### config.mk
export PLATFORM = sky130hd
export DESIGN_NAME = uart_tx_frame_arbiter
export DESIGN_NICKNAME = d
export VERILOG_FILES = /design/src/rtl/uart_frame_pkg.sv /design/src/rtl/uart_tx_frame_arbiter_rr_arbiter.sv /design/src/rtl/uart_tx_frame_arbiter.sv
export SDC_FILE = /design/constraint.sdc
export NUM_CORES = 1
export LEC_CHECK = 0
export CORE_MARGIN = 10
export CORE_UTILIZATION = 30
export DETAILED_ROUTE_END_ITERATION = 12
export PLACE_DENSITY = 0.65
export SLEW_MARGIN = 20
export SYNTH_ARGS = -nofsm -noshare
export SYNTH_HDL_FRONTEND = slang
export SYNTH_SLANG_ARGS = --single-unit
### constraint.sdc
create_clock -name i_Clk -period 4.8 [get_ports i_Clk]
set_input_delay 0.48 -clock i_Clk [delete_from_list [all_inputs] [get_ports i_Clk]]
set_output_delay 0.48 -clock i_Clk [all_outputs]
set_load 0.02 [all_outputs]
### src/rtl/uart_frame_pkg.sv
// Shared constants, state encodings and checksum helper for the UART telemetry frame arbiter.
package uart_frame_pkg;

  localparam logic [7:0]  HEADER_DEFAULT  = 8'hBB;
  localparam logic [7:0]  TRAILER_DEFAULT = 8'hAA;
  localparam int unsigned FRAME_LEN       = 10;
  localparam int unsigned PAYLOAD_BYTES   = 6;
  localparam int unsigned PAYLOAD_W       = 8 * PAYLOAD_BYTES;
  localparam int unsigned MAX_REQ         = 16;
  localparam int unsigned IDX_W           = 4;
  localparam int unsigned CAND_W          = IDX_W + 1;

  localparam logic [2:0] ST_IDLE      = 3'd0;
  localparam logic [2:0] ST_SEND      = 3'd1;
  localparam logic [2:0] ST_DV        = 3'd2;
  localparam logic [2:0] ST_GUARD1    = 3'd3;
  localparam logic [2:0] ST_GUARD2    = 3'd4;
  localparam logic [2:0] ST_WAIT_DONE = 3'd5;

  // XOR of the channel ID and all six payload bytes.
  function automatic logic [7:0] frame_checksum(input logic [7:0] id,
                                                input logic [PAYLOAD_W-1:0] payload);
    logic [7:0] c;
    c = id;
    for (int unsigned b = 0; b < PAYLOAD_BYTES; b++) begin
      c = c ^ payload[8*b +: 8];
    end
    return c;
  endfunction

endpackage

### src/rtl/uart_tx_frame_arbiter_rr_arbiter.sv
// Combinational round-robin pick: first asserted request at or above the pointer, with wrap.
module rr_arbiter
  import uart_frame_pkg::*;
#(
  parameter int unsigned NUM_REQ = 4
) (
  input  logic [NUM_REQ-1:0] req,
  input  logic [IDX_W-1:0]   ptr,
  output logic [NUM_REQ-1:0] grant,
  output logic [IDX_W-1:0]   grant_idx,
  output logic               grant_valid
);

  logic [MAX_REQ-1:0] req_ext;
  logic [CAND_W-1:0]  cand;

  always_comb begin
    req_ext     = MAX_REQ'(req);
    cand        = '0;
    grant_idx   = '0;
    grant_valid = 1'b0;
    for (int unsigned off = 0; off < NUM_REQ; off++) begin
      cand = CAND_W'(ptr) + CAND_W'(off);
      if (cand >= CAND_W'(NUM_REQ)) cand = cand - CAND_W'(NUM_REQ);
      if (!grant_valid && req_ext[cand[IDX_W-1:0]]) begin
        grant_valid = 1'b1;
        grant_idx   = cand[IDX_W-1:0];
      end
    end
    grant = grant_valid ? NUM_REQ'(MAX_REQ'(1) << grant_idx) : '0;
  end

endmodule

### src/rtl/uart_tx_frame_arbiter.sv
// Round-robin telemetry framer: grants one requester, snapshots its payload and
// paces a 10-byte frame into a UART TX core over the DV/Active handshake.
module uart_tx_frame_arbiter
  import uart_frame_pkg::*;
#(
  parameter int unsigned NUM_REQ = 4,
  parameter logic [7:0]  HEADER  = HEADER_DEFAULT,
  parameter logic [7:0]  TRAILER = TRAILER_DEFAULT
) (
  input  logic                           i_Clk,
  input  logic                           i_Rst,
  input  logic [NUM_REQ-1:0]             i_Req,
  input  logic [PAYLOAD_W*NUM_REQ-1:0]   i_Payload,
  output logic [NUM_REQ-1:0]             o_Ack,
  output logic                           o_Busy,
  output logic                           o_TX_DV,
  output logic [7:0]                     o_TX_Byte,
  input  logic                           i_TX_Active
);

  if (NUM_REQ < 1 || NUM_REQ > MAX_REQ) begin : g_bad_num_req
    $error("uart_tx_frame_arbiter: NUM_REQ must be in 1..16");
  end

  localparam logic [IDX_W-1:0] LAST_IDX = IDX_W'(FRAME_LEN - 1);
  localparam logic [IDX_W-1:0] LAST_REQ = IDX_W'(NUM_REQ - 1);

  logic [2:0]           state_q, state_d;
  logic [IDX_W-1:0]     idx_q, idx_d;
  logic [IDX_W-1:0]     ptr_q, ptr_d;
  logic [PAYLOAD_W-1:0] payload_q, payload_d;
  logic [7:0]           id_q, id_d;
  logic [7:0]           csum_q, csum_d;
  logic [NUM_REQ-1:0]   ack_q, ack_d;
  logic                 busy_q, busy_d;
  logic                 tx_dv_q, tx_dv_d;
  logic [7:0]           tx_byte_q, tx_byte_d;

  logic [NUM_REQ-1:0]   grant;
  logic [IDX_W-1:0]     grant_idx;
  logic                 grant_valid;
  logic [PAYLOAD_W-1:0] payload_sel;
  logic [7:0]           grant_id;
  logic [7:0]           frame_byte;

  rr_arbiter #(.NUM_REQ(NUM_REQ)) u_rr_arbiter (
    .req         (i_Req),
    .ptr         (ptr_q),
    .grant       (grant),
    .grant_idx   (grant_idx),
    .grant_valid (grant_valid)
  );

  // One-hot payload mux driven by the arbiter grant.
  always_comb begin
    payload_sel = '0;
    for (int unsigned k = 0; k < NUM_REQ; k++) begin
      if (grant[k]) payload_sel = payload_sel | i_Payload[PAYLOAD_W*k +: PAYLOAD_W];
    end
    grant_id = {4'h0, grant_idx};
  end

  always_comb begin
    case (idx_q)
      4'd0:    frame_byte = HEADER;
      4'd1:    frame_byte = id_q;
      4'd2:    frame_byte = payload_q[7:0];
      4'd3:    frame_byte = payload_q[15:8];
      4'd4:    frame_byte = payload_q[23:16];
      4'd5:    frame_byte = payload_q[31:24];
      4'd6:    frame_byte = payload_q[39:32];
      4'd7:    frame_byte = payload_q[47:40];
      4'd8:    frame_byte = csum_q;
      4'd9:    frame_byte = TRAILER;
      default: frame_byte = 8'h00;
    endcase
  end

  always_comb begin
    state_d   = state_q;
    idx_d     = idx_q;
    ptr_d     = ptr_q;
    payload_d = payload_q;
    id_d      = id_q;
    csum_d    = csum_q;
    ack_d     = '0;
    busy_d    = busy_q;
    tx_dv_d   = 1'b0;
    tx_byte_d = tx_byte_q;
    case (state_q)
      ST_IDLE: begin
        if (grant_valid && !i_TX_Active) begin
          payload_d = payload_sel;
          id_d      = grant_id;
          csum_d    = frame_checksum(grant_id, payload_sel);
          ack_d     = grant;
          busy_d    = 1'b1;
          ptr_d     = (grant_idx == LAST_REQ) ? '0 : IDX_W'(grant_idx + IDX_W'(1));
          idx_d     = '0;
          state_d   = ST_SEND;
        end
      end
      ST_SEND: begin
        tx_byte_d = frame_byte;
        state_d   = ST_DV;
      end
      ST_DV: begin
        tx_dv_d = 1'b1;
        state_d = ST_GUARD1;
      end
      // Guard cycles give the UART time to raise Active after the DV pulse.
      ST_GUARD1: state_d = ST_GUARD2;
      ST_GUARD2: state_d = ST_WAIT_DONE;
      ST_WAIT_DONE: begin
        if (!i_TX_Active) begin
          if (idx_q == LAST_IDX) begin
            busy_d  = 1'b0;
            state_d = ST_IDLE;
          end else begin
            idx_d   = IDX_W'(idx_q + IDX_W'(1));
            state_d = ST_SEND;
          end
        end
      end
      default: state_d = ST_IDLE;
    endcase
  end

  always_ff @(posedge i_Clk) begin
    if (i_Rst) begin
      state_q   <= ST_IDLE;
      idx_q     <= '0;
      ptr_q     <= '0;
      payload_q <= '0;
      id_q      <= '0;
      csum_q    <= '0;
      ack_q     <= '0;
      busy_q    <= 1'b0;
      tx_dv_q   <= 1'b0;
      tx_byte_q <= 8'h00;
    end else begin
      state_q   <= state_d;
      idx_q     <= idx_d;
      ptr_q     <= ptr_d;
      payload_q <= payload_d;
      id_q      <= id_d;
      csum_q    <= csum_d;
      ack_q     <= ack_d;
      busy_q    <= busy_d;
      tx_dv_q   <= tx_dv_d;
      tx_byte_q <= tx_byte_d;
    end
  end

  assign o_Ack     = ack_q;
  assign o_Busy    = busy_q;
  assign o_TX_DV   = tx_dv_q;
  assign o_TX_Byte = tx_byte_q;

endmodule

# Yosys cells after proc, flatten, opt, wreduce, memory -nomap -nowiden

Cells that the tools add are included.

$add $sub $neg: 9
$lt $le $gt $ge: 8
Eq/ne operators: 19
Shift-type cells: 1
Mux-type cells: 40
Bitwise operators: 11
Reductions and logical operators: 16

Operators with widths:

| operator                                                                            | count |
|---|---|
| 48-bit two-way mux                                                                  | 4 |
| 48-bit bitwise OR                                                                   | 3 |
| 8-bit one-hot mux with 10 select lines                                              | 1 |
| 4-bit two-way mux                                                                   | 13 |
| 8-bit bitwise XOR                                                                   | 5 |
| 4-bit by 5-bit less-than comparator with 1-bit output, second input constant        | 4 |
| 3-bit one-hot mux with 6 select lines                                               | 1 |
| 1-bit binary-select mux with 4-bit select                                           | 4 |
| 4-bit by 3-bit == test with 1-bit output, second input constant                     | 4 |
| 4-bit by 3-bit subtractor with 4-bit output, second input constant                  | 4 |
| 5-bit by 3-bit greater-or-equal comparator with 1-bit output, second input constant | 3 |
| 1-bit two-way mux                                                                   | 13 |
| 4-bit by 2-bit == test with 1-bit output, second input constant                     | 3 |
| 4-bit by 2-bit adder with 5-bit output, second input constant                       | 2 |
| 4-bit by 1-bit adder with 4-bit output, second input constant                       | 2 |
| 4-bit == test, second input constant                                                | 2 |
| 2-bit != test, second input constant                                                | 4 |
| 4-bit one-hot mux with 2 select lines                                               | 1 |
| 4-bit AND reduction                                                                 | 2 |
| 4-bit by 8-bit bitwise XOR with 8-bit output                                        | 1 |
| 3-bit by 2-bit == test with 1-bit output, second input constant                     | 2 |
| 3-bit == test, second input constant                                                | 2 |
| 3-bit two-way mux                                                                   | 2 |
| 4-bit by 1-bit adder with 5-bit output, second input constant                       | 1 |
| 13 further kinds                                                                    | 21 |

Register bits: 85
Output and inout bits: 14
Logic and storage cells: 114

# Longest topological paths before layout

Word-level depth: 29
Mapped depth: 18
Mapped depth without buffers: 17

# Modules after synthesis

Synthesis repeated with hierarchy kept, for this count alone.

Cells, all modules: 693
Area total of the unflattened synthesis: 5970.7 um^2

By module, submodules not included:

| module                | instances | cells an instance | area each (um^2) | sequential area each (um^2) |
|---|---|---|---|---|
| uart_tx_frame_arbiter | 1         | 612               | 5308.8           | 1701.6 |
| rr_arbiter            | 1         | 81                | 661.9            | 0.0 |

# Least setup slack after synthesis

Ideal clock, no wire load.

Path type: register -> register
Start: register ptr_q[1]
End: register csum_q[6]
Arrival: 3897 ps
Required time: 4683 ps
Path slack: 786 ps
Cell stages (with the launch flop): 18
Path buffers: 2
Cell sequence: dfxtp_1 -> inv_1 -> ha_1 -> a21oi_1 -> xnor2_1 -> ha_1 -> nand2_1 -> nor4b_1 -> o31a_1 -> and3_1 -> a211oi_2 -> buf_6 -> buf_4 -> mux2_2 -> a222oi_1 -> xnor2_1 -> xnor3_1 -> a22o_1

Cells in the longest elaborated chain, start to end: 29

RTL lines:

| item                                                                            | RTL line                     | text |
|---|---|---|
| start: declaration                                                              | uart_tx_frame_arbiter.sv:30  | `logic [IDX_W-1:0] ptr_q, ptr_d;` |
| start signal: assignment                                                        | uart_tx_frame_arbiter.sv:144 | `ptr_q <= ptr_d;` |
| branches (longest 29 deep; another with 4-bit by 1-bit adder with 5-bit output) | n/a                          |  |
| end signal: assignment                                                          | uart_tx_frame_arbiter.sv:147 | `csum_q <= csum_d;` |
| end: declaration                                                                | uart_tx_frame_arbiter.sv:33  | `logic [7:0] csum_q, csum_d;` |

Several ways; the timed one is not identified. The select of a mux whose other input is x is not followed.
A chain may end at the register's enable or synchronous reset.

# Worst setup path after layout

Start: register ptr_q[1]
End: register csum_q[7]

Same word-level chain as after synthesis.

==> results.sh <==
export IMPL_status="finished clean"
export IMPL_grt_pass1_wl_um=34700
export IMPL_clock_latency_ps=350
export IMPL_numCtsBuffers=9
export IMPL_crit_slowest_cell="a222oi_1"
export IMPL_syn_inst=633
export IMPL_crit_required_ps=5040
export IMPL_drt_wl_total_um=22500
export IMPL_cts_tree="yes"
export IMPL_yosysUniqueCellTypes=58
export IMPL_crit_top_cell="xnor2_1"
export IMPL_tightest_slew_ps=979
export IMPL_synthTopCellsByArea="dfxtp_1 31%, nor2_1 5.9%, mux2_2 5.7%"
export IMPL_critPathMaxStageDelay_ps=490
export IMPL_post_cts_buffers=0
export IMPL_path_clk_slew_ps=60
export IMPL_postCtsHoldBufs=0
export IMPL_crit_fanout=24
export IMPL_min_period_ps=4490
export IMPL_clk_path_buf_depth=2
export IMPL_power_density_nw_per_um2=761
export IMPL_maxCapViolCount=0
export IMPL_internal_power_uw=3540
export IMPL_diodes=0
export IMPL_layout_setup_ws_ps=311
export IMPL_clock_skew_ps=4.66
export IMPL_syn_area_um2=5500
export IMPL_antenna_found_initial=1
export IMPL_start_util=0.306
export IMPL_cp_top_family="compound AO/OA/AOI/OAI gates"
export IMPL_fillers=1736
export IMPL_setup_violations=0
export IMPL_synth_edff_count=0
export IMPL_synth_ff_type="dfxtp_1"
export IMPL_globalRouteOverflowTotal=0
export IMPL_grt_max_degree=92
export IMPL_synth_seq_cells=85
export IMPL_first_iter_violations=535
export IMPL_htreeDepth=3
export IMPL_grt_usage=0.181
export IMPL_dp_hpwl_um=17500
export IMPL_p_seq_frac=0.173
export IMPL_vdd_ir_drop_max_mv=0.392
export IMPL_async_flop_share=0
export IMPL_p_comb_frac=0.708
export IMPL_rows=49
export IMPL_netSwitchingFraction=0.432
export IMPL_core_region_area_um2=18000
export IMPL_crit_path_end_kind="flip-flop"
export IMPL_cts_root_buf="clkbuf_16"
export IMPL_cts_resized_gates=0
export IMPL_crit_buf_inv=3
export IMPL_viasPerCell=5.40
export IMPL_finalHoldViolCount=0
export IMPL_p_leak_uw=0.00296
export IMPL_critPathKind="flip-flop to flip-flop"
export IMPL_place_gp_congestion=0.870
export IMPL_switchingPower_uw=2690
export IMPL_top_level_ports=213
export IMPL_fin_nets=1031
export IMPL_hold_path_class="flip-flop to flip-flop"
export IMPL_clock_power_share=0.118
export IMPL_drtAntennaViolNets=0
export IMPL_yosysMostFrequentCell="nor2_1"
export IMPL_synth_top_area_cell="dfxtp_1"
export IMPL_yosysWarnings=0
export IMPL_crit_path_start_kind="flip-flop"
export IMPL_route_detailed_wl_per_inst_um=21.4
export IMPL_chipHeight_um=155
export IMPL_areaGrowthSynthToFinish_pct=48.9
export IMPL_synth_nets=847
export IMPL_first_pass_iters=5
export IMPL_clkSinkCount=85
export IMPL_die_area_um2=24100
export IMPL_worstPathArrival_ps=4730
export IMPL_yosys_top_cells_count="86 x nor2_1, 85 x dfxtp_1, 42 x clkbuf_1, 41 x a211oi_1, 33 x xnor2_1"
export IMPL_rsz0062_at_grt="no"
export IMPL_maxSlewHeadroom=0.345
export IMPL_period_share=0.935
export IMPL_drive_gt1_frac=0.0912
export IMPL_setup_tns_ps=0
export IMPL_slew_violations=0
export IMPL_yosysSeqAreaShare=0.310
export IMPL_num_vias=5675
export IMPL_die_x_um=155
export IMPL_max_freq_ghz=0.223
export IMPL_avgSynthCellArea_um2=8.68
export IMPL_drc=0
export IMPL_synth_top_cell_area_share=0.310
export IMPL_grt_pass1_vias=6009
export IMPL_dp_slack_ps=289
export IMPL_crit_chain="buf_4, ha_1, a21oi_2, xnor2_1, ha_1, nand2_1, nor4b_1, o31a_1, and3_1, a211oi_4, clkbuf_16, mux2_2, a222oi_1, buf_4, xnor2_1, xnor3_1, xnor2_1, a22o_1"
export IMPL_io_buffers=212
flip-flops by register name, indices dropped and copies added (netlist names), 3 cells and up:
register	count
csum_q	8
id_q	4
idx_q	4
o_Ack	4
o_TX_Byte	8
payload_q	48
ptr_q	4
state_q	3
power by group through the flow:
stage	clock network (uW)	registers [uW]	logic, uW
2_1_floorplan	0	1080	3200
3_3_place_gp	0	1080	4340
3_5_place_dp	0	1090	4370
6_report	736	1080	4410
4_1_cts	747	1070	4380
5_1_grt	773	1110	4790
worst reg2reg max path, cell delays in order (launching register included):
cell	delay, ps
dfxtp_1	310
buf_4	160
ha_1	280
a21oi_2	190
xnor2_1	140
ha_1	160
nand2_1	60
nor4b_1	140
o31a_1	340
and3_1	240
a211oi_4	340
clkbuf_16	290
mux2_2	360
a222oi_1	490
buf_4	210
xnor2_1	120
xnor3_1	240
xnor2_1	130
a22o_1	190
placed cells by master (no fill, tap or decap), drive strengths merged, types with 3 or more instances in the layout:
cell,synthesis,routed
nand2,24,24
xnor2,33,33
ha,15,15
a22o,18,18
a222oi,29,29
nor2,86,86
inv,9,10
mux2i,17,17
o21ai,25,25
a31oi,4,4
a221oi,12,12
a21oi,26,26
a211oi,42,42
xnor3,6,6
nor3,21,21
clkbuf,42,12
nor2b,4,4
nand3,6,6
nor4b,3,3
dfxtp,85,85
buf,15,18
mux2,29,29
xor2,4,4
nand2b,4,4
and2,10,10
a22oi,27,27
and3,4,4
nand4,3,3
clkinv,2,5
clkdlybuf4s50,0,211
per-layer routing:
metal | global-route usage | vias to the layer above | wire length [um]
met1 | 0.218 | 2685 | 9330
met4 | 0.0481 | 2 | 312
met3 | 0.0615 | 18 | 1950
met5 | 0 | - | 13
met2 | 0.299 | 207 | 10800
li1 | - | 2763 | -
cell type report:
class	count	area [um^2]	share of cell area
Clock buffer	11	253	0.0309
Clock inverter	5	57.6	0.00703
Inverter	11	41.3	0.00505
Multi-Input combinational cell	480	3540	0.433
Sequential cell	85	1700	0.208
Tap cell	229	287	0.0350
Timing Repair Buffer	230	2300	0.281
logic make-up (layout without fill, tap and decap cells):
group | count (synthesis) | in the layout | synth area share
AOI/OAI and AO/OA | 203 | 203 | 0.279
buffers and inverters | 68 | 257 | 0.0539
xor gates and xnor gates | 43 | 43 | 0.0835
muxes | 48 | 48 | 0.0992
DFF | 85 | 85 | 0.310
and+or+nand+nor | 171 | 171 | 0.141
adders and majority gates | 15 | 15 | 0.0341
through the flow:
step | total power (uW) | hold WS [ps] | cell area (um^2) | util | std cells
6_report | 6230 | 468 | 8180 | 0.455 | 1051
2_1_floorplan | 4270 | 430 | 5500 | - | 633
5_1_grt | 6670 | 491 | 8180 | 0.455 | 1051
3_3_place_gp | 5430 | 445 | 7850 | 0.437 | 1034
3_5_place_dp | 5460 | 447 | 7850 | 0.437 | 1034
4_1_cts | 6210 | 466 | 8160 | 0.454 | 1050
worst paths after layout:
check	start	endpoint	slack [ps]	depth (start not counted)
worst max-delay path	ptr_q[1]	csum_q[7]	310	18
worst min-delay path	payload_q[22]	payload_q[22]	470	2
worst max register to register	ptr_q[1]	csum_q[7]	310	18
worst min register to register	payload_q[22]	payload_q[22]	470	2
Power figures use the tool's default switching activity.
==> patch 1 (config.mk and constraints unchanged) <==
`payload_q` no longer has a reset.
--- a/src/rtl/uart_tx_frame_arbiter.sv
+++ b/src/rtl/uart_tx_frame_arbiter.sv
@@ -133,3 +133,2 @@
       ptr_q     <= '0;
-      payload_q <= '0;
       id_q      <= '0;
@@ -144,3 +143,2 @@
       ptr_q     <= ptr_d;
-      payload_q <= payload_d;
       id_q      <= id_d;
@@ -154,2 +152,6 @@
 
+  always_ff @(posedge i_Clk) begin
+    payload_q <= payload_d;
+  end
+
   assign o_Ack     = ack_q;
Function: same outputs for any inputs over 10 cycles, from zero or initial values and one cycle with i_Rst high; that may be too few to reach the edited logic, so the function may still have changed.
==> patch 1 against the unedited design <==
Maximum frequency increased by 2.4%; critical path depth is 1 lower; largest power group unchanged; first-iteration DRC count shrank 38%; routed wire length fell by 8.6%; highest routed layer is now met4; cell count down 0.95%; sequential cell count unchanged; power fell by 7.6%; synthesized cell count fell by 7.9%; setup slack gained 0.11 ns; design area grew 3.3%; global-route usage down 2.7 points; die area grew 5.2%; synthesized area up 6.0%.
==> patch 1: results <==
timing:
  fin_skew_ns: 0.00546
  relSlewSlack_pct: 38.1
  holdWs_ns: 0.451
placement:
  gp_congestion: 0.779
  place_area_sq_mm: 0.00817
global_routing:
  grt_pass1_wl_mm: 31.1
  grt_max_degree: 57
  grt_pass1_vias: 5500
  grt_usage_pct: 15.4
  antenna_found_initial: 0
power:
  ir_drop_mv: 0.295
  p_leak_nw: 3.01
status:
  outcome: "completed"
hold_path:
  min_to: "o_TX_Byte[6]$_SDFFE_PP0P_"
  hp-start: "o_TX_Byte[6]$_SDFFE_PP0P_"
  hold_class: "reg -> reg"
worst_setup_path:
  r2r-start: "ptr_q[2]$_SDFFE_PP0P_"
  crit_fanout: 40
  worstRegToRegCells: 17
  cpPeakStageDelay_ns: 0.61
  rr_endpoint: "csum_q[1]$_SDFFE_PP0P_"
  cp.arrival_ns: 4.60
  reg2reg_slack_ns: 0.42
finish:
  nNetsFinal: 990
  layout.filler_cells: 1902
  drive_above_1_share_pct: 5.89
logic_synthesis:
  synth.yosys.seq_area_share_pct: 37.5
  synth_commonest_cells: "mux2i_1 (75), edfxtp_1 (48), nor2_1 (40), dfxtp_1 (37), nand2_1 (30)"
  ys.flop_type: "edfxtp_1"
  synth.distinct_cells: 66
  postSynthNetCount: 797
  synth_edf_count: 48
routing:
  wl_met3_mm: 1.65
  routed_via_density: 5.15
  wl_mm: 20.5
  wl_met2_mm: 10.3
  drt_iter0_markers: 330
cts:
  clk_path_buf_depth: 2
patch 1: changes by cell type after synthesis, sizes merged, moves of 8 or more:
cell / before / now
mux2i: 17 / 75
dfxtp: 85 / 37
edfxtp: 0 / 48
nor2: 86 / 40
o22ai: 1 / 32
mux2: 29 / 1
a211oi: 42 / 16
a222oi: 29 / 4
a22oi: 27 / 11
a22o: 18 / 3
a221oi: 12 / 25
clkbuf: 42 / 29
o21ai: 25 / 14
xor2: 4 / 12
patch 1: cell type report:
cell class                 count  share of cell area, %
tap                          260                   3.85
multi-input combinational    439                   39.4
clock inverter                 6                  0.636
clock buffer                  10                   2.71
sequential                    85                   25.8
timing repair buffer         225                   26.8
inverter                      16                  0.769
patch 1: per-layer routing:
metal | vias up | track usage (%)
met5 | - | 0
met4 | 0 | 3.66
met3 | 9 | 4.75
met2 | 218 | 27.0
met1 | 2487 | 17.9
li1 | 2644 | -
patch 1: kinds of logic (layout without fill, tap and decap cells):
kind of cell	after synthesis	in the layout	share of synthesized area, %
compound gates	177	177	22.5
flops	85	85	37.5
simple gates	127	127	10.4
xor+xnor	42	42	6.79
fa+ha+maj	15	15	3.22
buf+inv	59	257	5.65
mux	78	78	13.9
patch 1: how the worst max path moves through the flow:
stage	from	to	slack, ns
CTS	ptr_q[1]$_SDFFE_PP0P_	csum_q[1]$_SDFFE_PP0P_	0.29
floorplan	ptr_q[0]$_SDFFE_PP0P_	payload_q[0]$_DFFE_PP_	0.38
global placement	ptr_q[1]$_SDFFE_PP0P_	csum_q[7]$_SDFFE_PP0P_	0.42
detailed placement	ptr_q[1]$_SDFFE_PP0P_	csum_q[1]$_SDFFE_PP0P_	0.31
finish	ptr_q[2]$_SDFFE_PP0P_	csum_q[1]$_SDFFE_PP0P_	0.42
global route	ptr_q[2]$_SDFFE_PP0P_	csum_q[2]$_SDFFE_PP0P_	0.04
patch 1: through the flow:
| step | util [%] | instances | setup slack [ns] |
|---|---|---|---|
| floorplan | - | 583 | 0.381 |
| global placement | 43.2 | 1025 | 0.420 |
| detailed placement | 43.3 | 1025 | 0.311 |
| CTS | 44.7 | 1041 | 0.291 |
| global route | 44.8 | 1041 | 0.0412 |
| finish | 44.8 | 1041 | 0.417 |
patch 1: power by group:
part | total [W] | switching (W) | internal, W
logic | 0.00375 | 0.00203 | 0.00172
registers | 0.00134 | 0.000124 | 0.00121
clock network | 0.000670 | 0.000273 | 0.000397
total | 0.00576 | 0.00243 | 0.00333
patch 1: timing repair:
item                                    4_1_cts  5_1_grt
resized for setup                             0        1
hold buffers                                  0        0
endpoints found under the setup margin        0        1
buffers inserted                              0        0
hold endpoints to repair                      0        0
patch 1: worst min-delay path: stages (launching register included):
cell and delay, ns:
dfxtp_1 0.31, nand2_1 0.05, a21oi_1 0.05
==> patch 2 (config.mk and constraints unchanged) <==
Without the edit above. The package constant `FRAME_LEN` goes from 10 to 8.
--- a/src/rtl/uart_frame_pkg.sv
+++ b/src/rtl/uart_frame_pkg.sv
@@ -5,3 +5,3 @@
   localparam logic [7:0]  TRAILER_DEFAULT = 8'hAA;
-  localparam int unsigned FRAME_LEN       = 10;
+  localparam int unsigned FRAME_LEN       = 8;
   localparam int unsigned PAYLOAD_BYTES   = 6;
Function: no difference found for any inputs over 10 cycles, from zero or initial values and one cycle with i_Rst high; that may be too few to reach the edited logic, so the function may still have changed.
==> patch 2 against the unedited design <==
Non-clock buffer count rose by 39; power rose by 27%; synthesized area rose by 3.1%; clock skew rose by 0.0068 ns; combinational power rose by 39%; routed wire length fell by 2.0%; sequential cell count did not move; design area rose by 5.1%; setup slack got worse by 0.17 ns; largest cell class unchanged; largest power group unchanged; highest routed layer is now met4.
==> patch 2: results <==
global_routing:
  grt_pass1_wl_mm: 33.3
  antenna_found_initial: 0
  use_met2_pct: 30.5
  grt_use_met3_pct: 3.98
  grt_usage_pct: 17.1
  grt_pass1_vias: 5868
  grt_max_degree: 63
timing:
  fin_skew_ns: 0.0115
  tightest_slew_ns: 0.801
  tns_ns: 0
finish:
  nNetsFinal: 1090
  drive_above_1_share_pct: 12.1
  inv_count: 12
  seq-cell-share_pct: 19.8
  layout.filler_cells: 1816
  final-nonclk-buf-share_pct: 30.2
  clockNetworkAreaShare_pct: 3.29
power:
  ir_drop_mv: 0.680
  p_leak_nw: 3.23
logic_synthesis:
  synth_commonest_cells: "nor2_1 (94), dfxtp_1 (85), clkbuf_1 (44), a222oi_1 (35), a211oi_1 (34)"
  synth.yosys.seq_area_share_pct: 30.0
  synth.distinct_cells: 65
  yosys-top-cells-area: "dfxtp_1 (30%), nor2_1 (6.2%), a222oi_1 (6.2%)"
  postSynthNetCount: 871
routing:
  detailroute.via_count: 5956
  routed_via_density: 5.34
  firstDrtPassIters: 5
  wl_mm: 22.0
  drt_iter0_markers: 551
placement:
  dpl.hpwl_mm: 17.1
  dp_worst_setup_slack_ns: -0.0184
  placed_cells: 1087
  gp_congestion: 0.876
worst_setup_path:
  crit_fanout: 13
  cp.arrival_ns: 4.92
  crit_slowest_cell: "or4b_1"
cts:
  postCtsSetupRepairBufs: 0
  cts_buffers: 9
  clk_path_buf_depth: 2
  cts_resized: 2
status:
  outcome: "completed"
## patch 2: kinds of logic (layout without fill, tap and decap cells)
kind of cell,after synthesis,after routing,synth area share (%)
AO/OA/AOI/OAI,205,205,27.7
AND/OR/NAND/NOR,188,188,14.9
flip-flops,85,85,30.0
buffers and inverters,73,297,5.48
multiplexers,52,52,10.6
XOR/XNOR,39,39,7.97
adder cells (fa/ha/maj),15,15,3.31
## patch 2: worst paths after layout
kind / startpoint / end / slack [ns]
max reg2reg: ptr_q[2]$_SDFFE_PP0P_ / csum_q[3]$_SDFFE_PP0P_ / 0.14
max: ptr_q[2]$_SDFFE_PP0P_ / csum_q[3]$_SDFFE_PP0P_ / 0.14
min: id_q[1]$_SDFFE_PP0P_ / id_q[1]$_SDFFE_PP0P_ / 0.46
min reg2reg: id_q[1]$_SDFFE_PP0P_ / id_q[1]$_SDFFE_PP0P_ / 0.46
## patch 2: worst max-delay path: cells and delay by family, from the launching register on
kind,cells,cell delay [ns]
buffers and inverters,1,0.19
and+or+nand+nor,3,1.05
muxes,1,0.35
DFF,1,0.46
adders and majority gates,2,0.54
AOI/OAI and AO/OA,5,1.17
xor gates and xnor gates,3,0.80
## patch 2: report_power, final
group          internal [W]  total (W)  switching (W)
logic               0.00318    0.00612        0.00293
clock network      0.000358   0.000665       0.000307
registers          0.000959    0.00112       0.000162
## patch 2: metrics by stage
step,instance area (sq um),hold WS (ns)
global route,8600,0.493
floorplan,5670,0.434
CTS,8490,0.466
global placement,8200,0.445
detailed placement,8200,0.456
finish,8600,0.465
## patch 2: per-layer routing
layer	share of wire [%]	up-vias
li1	-	2948
met1	43	2817
met2	50	178
met3	5.8	13
met4	0.69	0
met5	0	-
